===== src/rtl/sobel_pkg.sv =====
// Shared types and constants for the 3x3 window frame controller.
package sobel_pkg;

    typedef enum logic [1:0] {
        IDLE,
        READ,
        WRITE,
        FINISH
    } state_t;

    localparam int WIN_SIZE = 9;
    localparam int MIN_DIM  = 3;

    function automatic logic [31:0] pix_addr(
        input logic [7:0]  base,
        input logic [11:0] row,
        input logic [11:0] w,
        input logic [11:0] col
    );
        return {24'd0, base} + ({20'd0, row} * {20'd0, w}) + {20'd0, col};
    endfunction

endpackage


===== src/rtl/frame_controller_if.sv =====
// Read/write request-acknowledge bus between the frame controller and memory.
interface frame_controller_if;

    logic        rd_req;
    logic [31:0] rd_addr;
    logic        rd_ack;
    logic        wr_req;
    logic [31:0] wr_addr;
    logic        wr_ack;

    modport master (
        output rd_req, rd_addr, wr_req, wr_addr,
        input  rd_ack, wr_ack
    );

    modport slave (
        input  rd_req, rd_addr, wr_req, wr_addr,
        output rd_ack, wr_ack
    );

endinterface


===== src/rtl/frame_controller_pixel_cursor.sv =====
// Output-pixel and window cursor; yields the next read address and the
// current write address so the controller can register them directly.
module pixel_cursor
    import sobel_pkg::*;
(
    input  logic        clk,
    input  logic        rst_n,
    input  logic        init,
    input  logic        step_win,
    input  logic        step_px,
    input  logic [11:0] width,
    input  logic [11:0] length,
    input  logic [7:0]  base_r,
    input  logic [7:0]  base_w,
    output logic [31:0] rd_win,
    output logic [31:0] rd_px,
    output logic [31:0] wr_cur,
    output logic        last_win,
    output logic        last_px
);

    logic [11:0] x, y, nx, ny;
    logic [1:0]  kr, kc, nkr, nkc;
    logic [3:0]  k;

    always_comb begin
        nkc = (kc == 2'd2) ? 2'd0 : kc + 2'd1;
        nkr = (kc == 2'd2) ? kr + 2'd1 : kr;
        nx  = (x == width - 12'd2) ? 12'd1 : x + 12'd1;
        ny  = (x == width - 12'd2) ? y + 12'd1 : y;
    end

    assign last_win = (k == 4'(WIN_SIZE - 1));
    assign last_px  = (x == width - 12'd2) && (y == length - 12'd2);

    // Window origin is (x-1, y-1); kr/kc walk the 3x3 neighbourhood.
    assign rd_win = pix_addr(base_r, y - 12'd1 + {10'd0, nkr},
                             width, x - 12'd1 + {10'd0, nkc});
    assign rd_px  = pix_addr(base_r, ny - 12'd1, width, nx - 12'd1);
    assign wr_cur = pix_addr(base_w, y - 12'd1, width - 12'd2, x - 12'd1);

    always_ff @(posedge clk) begin
        if (!rst_n) begin
            x  <= '0;
            y  <= '0;
            kr <= '0;
            kc <= '0;
            k  <= '0;
        end else if (init) begin
            x  <= 12'd1;
            y  <= 12'd1;
            kr <= '0;
            kc <= '0;
            k  <= '0;
        end else if (step_win) begin
            kr <= nkr;
            kc <= nkc;
            k  <= k + 4'd1;
        end else if (step_px) begin
            x  <= nx;
            y  <= ny;
            kr <= '0;
            kc <= '0;
            k  <= '0;
        end
    end

endmodule


===== src/rtl/frame_controller.sv =====
// Frame controller: streams 3x3 read windows and one write per output pixel.
// Optional FRAME_CTRL_PERF_CNT_EN adds a busy-cycle counter output.
module frame_controller
    import sobel_pkg::*;
(
    input  logic               HCLK,
    input  logic               HRESET,
    input  logic               start,
    input  logic [11:0]        width,
    input  logic [11:0]        length,
    input  logic [7:0]         initial_addr_r,
    input  logic [7:0]         initial_addr_w,
    frame_controller_if.master mem,
    output logic               busy,
    output logic               done,
    output logic               err
`ifdef FRAME_CTRL_PERF_CNT_EN
    ,
    output logic [31:0]        cycle_count
`endif
);

    state_t      state;
    logic [11:0] w_q, l_q;
    logic [7:0]  br_q, bw_q;
    logic [31:0] rd_win, rd_px, wr_cur;
    logic        last_win, last_px;
    logic        dims_ok, accept, step_win, step_px;

    assign dims_ok  = (width >= 12'(MIN_DIM)) && (length >= 12'(MIN_DIM));
    assign accept   = (state == IDLE) && start && dims_ok;
    assign step_win = (state == READ) && mem.rd_ack && !last_win;
    assign step_px  = (state == WRITE) && mem.wr_ack && !last_px;

    pixel_cursor u_cursor (
        .clk      (HCLK),
        .rst_n    (HRESET),
        .init     (accept),
        .step_win (step_win),
        .step_px  (step_px),
        .width    (w_q),
        .length   (l_q),
        .base_r   (br_q),
        .base_w   (bw_q),
        .rd_win   (rd_win),
        .rd_px    (rd_px),
        .wr_cur   (wr_cur),
        .last_win (last_win),
        .last_px  (last_px)
    );

    always_ff @(posedge HCLK) begin
        if (!HRESET) begin
            state       <= IDLE;
            w_q         <= '0;
            l_q         <= '0;
            br_q        <= '0;
            bw_q        <= '0;
            mem.rd_req  <= 1'b0;
            mem.rd_addr <= '0;
            mem.wr_req  <= 1'b0;
            mem.wr_addr <= '0;
            busy        <= 1'b0;
            done        <= 1'b0;
            err         <= 1'b0;
        end else begin
            done <= 1'b0;
            err  <= 1'b0;
            unique case (state)
                IDLE: if (start) begin
                    w_q  <= width;
                    l_q  <= length;
                    br_q <= initial_addr_r;
                    bw_q <= initial_addr_w;
                    if (!dims_ok) begin
                        err <= 1'b1;
                    end else begin
                        state       <= READ;
                        busy        <= 1'b1;
                        mem.rd_req  <= 1'b1;
                        mem.rd_addr <= {24'd0, initial_addr_r};
                    end
                end
                READ: if (mem.rd_ack) begin
                    if (last_win) begin
                        state       <= WRITE;
                        mem.rd_req  <= 1'b0;
                        mem.wr_req  <= 1'b1;
                        mem.wr_addr <= wr_cur;
                    end else begin
                        mem.rd_addr <= rd_win;
                    end
                end
                WRITE: if (mem.wr_ack) begin
                    mem.wr_req <= 1'b0;
                    if (last_px) begin
                        state <= FINISH;
                        busy  <= 1'b0;
                        done  <= 1'b1;
                    end else begin
                        state       <= READ;
                        mem.rd_req  <= 1'b1;
                        mem.rd_addr <= rd_px;
                    end
                end
                FINISH: state <= IDLE;
            endcase
        end
    end

`ifdef FRAME_CTRL_PERF_CNT_EN
    always_ff @(posedge HCLK) begin
        if (!HRESET) begin
            cycle_count <= '0;
        end else if (accept) begin
            cycle_count <= '0;
        end else if (busy) begin
            cycle_count <= cycle_count + 32'd1;
        end
    end
`endif

endmodule


===== src/flat_wrapper.sv =====
// flat-port wrapper written by rule: the top's interface ports become plain ports
module frame_controller_flat import sobel_pkg::*;
  (HCLK, HRESET, start, width, length, initial_addr_r, initial_addr_w, busy, done, err, mem_rd_req, mem_rd_addr, mem_wr_req, mem_wr_addr, mem_rd_ack, mem_wr_ack);
  frame_controller_if mem_i ();
  input  logic HCLK;
  input  logic HRESET;
  input  logic start;
  input  logic [11:0] width;
  input  logic [11:0] length;
  input  logic [7:0] initial_addr_r;
  input  logic [7:0] initial_addr_w;
  output logic busy;
  output logic done;
  output logic err;
  output wire logic [$bits(mem_i.rd_req)-1:0] mem_rd_req;
  output wire logic [$bits(mem_i.rd_addr)-1:0] mem_rd_addr;
  output wire logic [$bits(mem_i.wr_req)-1:0] mem_wr_req;
  output wire logic [$bits(mem_i.wr_addr)-1:0] mem_wr_addr;
  input wire logic [$bits(mem_i.rd_ack)-1:0] mem_rd_ack;
  input wire logic [$bits(mem_i.wr_ack)-1:0] mem_wr_ack;
  assign mem_rd_req = mem_i.rd_req;
  assign mem_rd_addr = mem_i.rd_addr;
  assign mem_wr_req = mem_i.wr_req;
  assign mem_wr_addr = mem_i.wr_addr;
  assign mem_i.rd_ack = mem_rd_ack;
  assign mem_i.wr_ack = mem_wr_ack;
  frame_controller u_core (.HCLK(HCLK), .HRESET(HRESET), .start(start), .width(width), .length(length), .initial_addr_r(initial_addr_r), .initial_addr_w(initial_addr_w), .mem(mem_i), .busy(busy), .done(done), .err(err));
endmodule

===== config.mk =====
export PLATFORM = sky130hd
export DESIGN_NAME = frame_controller_flat
export DESIGN_NICKNAME = d
export VERILOG_FILES = /design/src/rtl/sobel_pkg.sv /design/src/rtl/frame_controller_if.sv /design/src/rtl/frame_controller_pixel_cursor.sv /design/src/rtl/frame_controller.sv /design/src/flat_wrapper.sv
export SDC_FILE = /design/constraint.sdc
export NUM_CORES = 2
export LEC_CHECK = 0
export ABC_AREA = 1
export CORE_AREA = 2 2 416 253
export CTS_CLUSTER_DIAMETER = 200
export DETAILED_ROUTE_END_ITERATION = 16
export DIE_AREA = 0 0 418 255
export SYNTH_ARGS = -nofsm -noshare
export SYNTH_HDL_FRONTEND = slang
export SYNTH_SLANG_ARGS = --single-unit

===== constraint.sdc =====
create_clock -name HCLK -period 19.9 [get_ports HCLK]
set_clock_uncertainty 0.2 [all_clocks]
set_input_delay 3.98 -clock HCLK [delete_from_list [all_inputs] [get_ports HCLK]]
set_output_delay 3.98 -clock HCLK [all_outputs]
set_load 0.03 [all_outputs]

== After elaboration in Yosys (flattened, before gate mapping) ==
Index checks and enable logic that the tools add are counted.

* Bits of input ports: 45
* Bits in registers: 143
* Output and inout port bits: 69

* Bitwise logic cells: 2
* Equality and inequality tests: 16
* Multiplexer cells: 45
* Magnitude comparators: 2
* Add/subtract/negate cells: 19
* Multipliers: 3
* Reductions and logical operators: 28

{| class="wikitable"
|+ Operator list
! kind !! count
|-
| 32-bit 2-to-1 mux || 6
|-
| 32-bit one-hot mux with 3 select lines || 1
|-
| 25-bit by 12-bit adder with 26-bit output || 3
|-
| 8-bit by 24-bit adder with 25-bit output || 3
|-
| 12-bit by 12-bit multiplier with 24-bit output || 3
|-
| 12-bit by 1-bit subtractor with 12-bit output, second input constant || 4
|-
| 12-bit by 1-bit adder with 12-bit output, second input constant || 2
|-
| 12-bit by 2-bit adder with 12-bit output || 2
|-
| 12-bit == test || 2
|-
| 12-bit by 2-bit >= comparator with 1-bit output, second input constant || 2
|-
| 12-bit 2-to-1 mux || 2
|-
| 12-bit by 2-bit subtractor with 12-bit output, second input constant || 2
|-
| 2-bit 2-to-1 mux || 11
|-
| 1-bit 2-to-1 mux || 19
|-
| 7-bit AND reduction || 2
|-
| 2-bit inequality test, second input constant || 5
|-
| 5-bit AND reduction || 2
|-
| 3-bit AND reduction || 3
|-
| 1-bit logical AND || 8
|-
| 4-bit 2-to-1 mux || 2
|-
| 2-bit by 1-bit inequality test with 1-bit output, second input constant || 4
|-
| 2-bit one-hot mux with 4 select lines || 1
|-
| 2-bit nonzero test || 4
|-
| 2-bit == test, second input constant || 3
|-
| other kinds (13) || 19
|}

== Depth between registers and ports, before layout ==
* Word-level depth: 10
* Depth in mapped cells: 50
* Gate-level depth less buffers: 46

== Hierarchy ==
A second synthesis with hierarchy kept.

* Cell total of the unflattened synthesis: 3361
* Area total of the unflattened synthesis: 25804.7 um^2

{| class="wikitable"
|+ By module, submodules not included
! module !! instances !! cells each !! seq. area each (um^2) !! area each (um^2)
|-
| pixel_cursor || 1 || 2686 || 640.6 || 20783.7
|-
| frame_controller || 1 || 675 || 2222.1 || 5021.1
|}

== Worst setup path before layout ==
OpenSTA, ideal clock, no wires.

* Path kind: register to register
* Start: register u_core.w_q[1]
* End: register u_core.mem.rd_addr[25]
* Slack: 11.866 ns
* Library setup time: 0.070 ns
* Cell stages (with the launch flop): 46
* Arrival: 7.763 ns
* Path buffers: 4
* Required time: 19.630 ns
* Path through: dfxtp_1 > buf_6 > inv_4 > buf_6 > clkbuf_1 > ha_1 > buf_2 > xor2_1 > inv_1 > nand2_1 > nand3_1 > nor2_8 > nand2_4 > nand2_1 > nand2_2 > inv_2 > ha_1 > nand3_2 > [10 not listed] > fa_1 > inv_1 > fa_1 > inv_1 > fa_1 > inv_1 > ha_1 > nand2_1 > o21ai_0 > o21bai_1 > nand2_1 > nand2_1 > nand3_1 > nand3b_1 > nand3_1 > a21oi_1 > nand3_1 > a21oi_1

* Cells in the longest elaborated chain, start to end: 10
* Elaborated cells on any way between the ends: 20
* Those cells by class: add/sub (7); mul (2); eq/ne (2); mux (7); reduce/logical (2)

{| class="wikitable"
|+ Ends and longest elaborated chain
! what !! line !! source
|-
| from (decl) || frame_controller.sv:24 || <nowiki>logic [11:0] w_q, l_q;</nowiki>
|-
| from (signal assigned) || frame_controller.sv:71 || <nowiki>w_q <= width;</nowiki>
|-
| 12-bit by 2-bit subtractor with 12-bit output || frame_controller_pixel_cursor.sv:29, frame_controller_pixel_cursor.sv:30, frame_controller_pixel_cursor.sv:34 ||
|-
| 12-bit == test || frame_controller_pixel_cursor.sv:29, frame_controller_pixel_cursor.sv:30, frame_controller_pixel_cursor.sv:34 ||
|-
| 12-bit 2-to-1 mux || frame_controller_pixel_cursor.sv:30 || <nowiki>ny = (x == width - 12'd2) ? y + 12'd1 : y;</nowiki>
|-
| 12-bit by 1-bit subtractor with 12-bit output || frame_controller_pixel_cursor.sv:39 || <nowiki>assign rd_px = pix_addr(base_r, ny - 12'd1, width, nx - 12'd1);</nowiki>
|-
| 12-bit by 12-bit multiplier with 24-bit output || sobel_pkg.sv:20 || <nowiki>return {24'd0, base} + ({20'd0, row} * {20'd0, w}) + {20'd0, col};</nowiki>
|-
| 8-bit by 24-bit adder with 25-bit output || sobel_pkg.sv:20 ||
|-
| 25-bit by 12-bit adder with 26-bit output || sobel_pkg.sv:20 ||
|-
| 32-bit 2-to-1 mux || frame_controller.sv:96 || <nowiki>if (last_px) begin</nowiki>
|-
| 32-bit 2-to-1 mux || frame_controller.sv:94 || <nowiki>WRITE: if (mem.wr_ack) begin</nowiki>
|-
| 32-bit one-hot mux with 3 select lines || frame_controller.sv:69 || <nowiki>unique case (state)</nowiki>
|-
| to (signal assigned) || frame_controller.sv:81 || <nowiki>mem.rd_addr <= {24'd0, initial_addr_r};</nowiki>
|-
| to (signal assigned) || frame_controller.sv:91 || <nowiki>mem.rd_addr <= rd_win;</nowiki>
|-
| to (signal assigned) || frame_controller.sv:103 || <nowiki>mem.rd_addr <= rd_px;</nowiki>
|-
| to (decl) || frame_controller_if.sv:12 || <nowiki>output rd_req, rd_addr, wr_req, wr_addr,</nowiki>
|}

Parallel ways exist; a longest one is shown, timed or not. The select of a mux whose other input is x is not followed.
A chain may end at the register's enable or synchronous reset.

== Worst setup path after layout ==
* Start: register u_core.w_q[1]
* End: register u_core.mem.rd_addr[21]

The elaborated chain is that of the path after synthesis.

==> reports/summary.log <==
qor: synthesis.synth_largest_type_area_fraction 27.7%
qor: global_route.largest_net_degree_at_the_start_of_global_routing 70
qor: place.buffer_ports.inserted 101
qor: routing.total_via_count_after_detailed_routing 22800
qor: timing.final_period_minus_worst_setup_slack 10.75 ns
qor: hold_path.timing.hold.worst_path_depth 2
qor: clock_network.insertion_delay 0.50 ns
qor: synthesis.synth_largest_area_cell fa_1
qor: timing.timing.final.crit_share 54.0%
qor: place.hpwlAfterDp 71.6 mm
qor: clock_network.cts_setup_buffers 0
qor: timing.grt_setup_unrepaired false
qor: routing.drt_wl_cell 17.7 um
qor: synthesis.postSynth.topFlopCell dfxtp_1
qor: worst_setup_path.timing.setup.critical_path_class flop to flop
qor: final_layout.area_growth 11.5%
qor: timing.final.setup.tns 0 ns
qor: routing.highest-signal-layer met4
qor: clock_network.cts_sinks 131
qor: routing.wirelength 85.7 mm
qor: clock_network.cts_tree done
qor: place.gp_congestion 0.965
qor: clock_network.cts_hold_buffers 0
qor: floorplanning.fp.dieArea 0.107 mm2
qor: status.status completed
qor: final_layout.nets 4163
qor: synthesis.synthArstFlopShare 0%
qor: timing.maxSlewHeadroom 27.3%
qor: clock_network.h_tree_depth 4
qor: synthesis.yosysWarningCount 0
qor: synthesis.synth_area_per_cell 7.44 um2
qor: synthesis.synthCells 3424
qor: timing.holdWs 0.266 ns
qor: routing.drt_iter0_drc 1903
qor: hold_path.worst_hold_startpoint u_core.mem.rd_addr[5]
qor: routing.met2_wirelength 33.1 mm
qor: worst_setup_path.setup.worst_path.start u_core.w_q[1]
qor: worst_setup_path.crit_arrival 10.97 ns
qor: worst_setup_path.timing.rr.start u_core.w_q[1]
qor: synthesis.yosys.cell_count.top_type nand2_1
qor: worst_setup_path.worstPathMaxFanout 30
qor: clock_network.clk_pin_slew_worst_paths 0.07 ns
qor: synthesis.post_synth_most_frequent_cells nand2_1 (644), inv_1 (617), fa_1 (353), nor2_1 (352), ha_1 (309)
qor: timing.timing.final.hold_violations 0
qor: floorplanning.initial_standard_cell_utilization_of_the_core 24.6%
qor: clock_network.cts_resized 0
qor: worst_setup_path.worst_ep_required_time 20.12 ns
qor: worst_setup_path.cpMaxStageDelayCell xor2_1
qor: floorplanning.core-area 0.103 mm2
qor: synthesis.synth.yosys.seq_area_share 10.3%
qor: final_layout.fillers 11300
qor: routing.vias_per_cell 4.71
qor: global_route.number_of_global_route_vias_before_repair 22000
qor: floorplanning.die-width 418 um
qor: timing.fmax 93.0 MHz
qor: floorplanning.pin_count 114
qor: routing.wirelength_met1 41.7 mm
qor: clock_network.max_root_sink_buffers 2
qor: floorplanning.core.rowCount 92
qor: timing.setup_viol_count_final 0
qor: timing.max_slew.worst_pin.slew 1.09 ns
qor: worst_setup_path.timing.reg2reg.worst_path_depth 41
qor: synthesis.synthDistinctLibCells 57
qor: routing.ant_nets 0
qor: synthesis.syn-cell-area 0.0255 mm2
qor: final_layout.layout-drive-gt1-share 4.24%
qor: clock_network.cts_made_buffers 17
qor: synthesis.count_of_flip_flops_with_a_built_in_enable_after_synthesis 0
qor: synthesis.yosys_reg_bits 131
qor: routing.drc_errors 0
qor: worst_setup_path.critical-path-max-stage-delay 0.89 ns
qor: global_route.grt_first_pass_wirelength 134 mm
qor: timing.timing_max_transition_violations_final 0
qor: clock_network.root_buf_cell clkbuf_16
qor: hold_path.worst_min_path_class flop to flop
qor: worst_setup_path.worstSetupEndpointType flop
qor: synthesis.synth.area.top_cells fa_1 (28%), ha_1 (15%), dfxtp_1 (10%)
qor: run.max_cap_viol 0
qor: floorplanning.floorplan.die.height 255 um
qor: worst_setup_path.timing.critical_path.from_type flop
qor: global_route.groute.usage.overall 16.4%
qor: routing.detailedRoute.firstPassIterationCount 6
qor: global_route.globalRoute.totalOverflow 0
qor: global_route.antenna_found_initial 2
qor: routing.routed-wl-met3 9.73 mm
-- flip-flops by register name (all words and copies together), names as in the netlist --
name / flops
u_core.busy: 1
u_core.w_q: 12
u_core.done: 1
u_core.mem.wr_req: 1
u_core.err: 1
u_core.l_q: 12
u_core.br_q: 8
u_core.mem.rd_req: 1
u_core.mem.wr_addr: 26
u_core.mem.rd_addr: 26
u_core.u_cursor.kr: 2
u_core.u_cursor.x: 12
u_core.bw_q: 8
u_core.state: 2
u_core.u_cursor.kc: 2
u_core.u_cursor.y: 12
u_core.u_cursor.k: 4
-- logic make-up (layout without fill, tap and decap cells) --
group                      after synthesis  after routing  share of synthesized area, %
AOI/OAI and AO/OA                      454            454                          9.62
xor gates and xnor gates                78             78                          2.73
adders and majority gates              662            662                          42.9
buffers and inverters                  764            797                          11.8
DFF                                    131            131                          10.3
other                                    1             13                        0.0147
and+or+nand+nor                       1334           1334                          22.6
-- critical path, delay by kind of cell (launching register included) --
family | cells | cell delay (ns)
AOI/OAI and AO/OA | 4 | 0.78
xor gates and xnor gates | 1 | 0.89
adders and majority gates | 9 | 4.09
buffers and inverters | 9 | 1.10
DFF | 1 | 0.84
and+or+nand+nor | 18 | 2.71
-- layout make-up --
type | instances | area, um2 | area share, %
multi-input combinational | 2540 | 19900 | 70.1
sequential | 131 | 2620 | 9.23
inverter | 645 | 2420 | 8.54
tap | 1363 | 1710 | 6.00
timing repair buffer | 121 | 1160 | 4.07
clock buffer | 17 | 425 | 1.50
clock inverter | 14 | 166 | 0.586
antenna | 1 | 2.50 | 0.00881
-- metal layers --
metal	global-route usage (%)	up-vias
met5	0	-
met2	22.4	977
met1	24.7	10900
li1	-	10800
met4	3.22	0
met3	5.23	78
-- path summary, 6_finish.rpt --
check,end,slack [ns]
worst min-delay path,u_core.mem.rd_addr[5],0.27
worst max-delay path,u_core.mem.rd_addr[21],9.15
worst min register to register,u_core.mem.rd_addr[5],0.27
worst max register to register,u_core.mem.rd_addr[21],9.15
-- per-stage QoR --
stage	util, %	instance area (um2)	worst slack, ns	instances
2_1_floorplan	-	25500	11.87	3435
3_3_place_gp	26.9	27800	9.61	4800
3_5_place_dp	26.9	27800	9.40	4800
4_1_cts	27.4	28400	9.31	4831
5_1_grt	27.4	28400	8.56	4831
6_report	27.5	28400	9.15	4832
-- cells in the final DEF, fill, tap and decap left out, drive strengths merged, types with 12 or more instances in the layout --
master / synthesis / final
nor2: 378 / 378
xnor2: 22 / 22
clkbuf: 78 / 17
nor3: 31 / 31
dfxtp: 131 / 131
conb: 1 / 12
o21ai: 173 / 173
a21oi: 215 / 215
o22ai: 21 / 21
fa: 353 / 353
inv: 627 / 635
clkinv: 18 / 20
buf: 41 / 21
nor4: 16 / 16
clkdlybuf4s50: 0 / 100
ha: 309 / 309
nand3: 176 / 176
xor2: 55 / 55
nand4: 37 / 37
nand2: 672 / 672
Power is not shown: default switching activity piles up to over one toggle a cycle in this logic, so the estimate is an artifact.
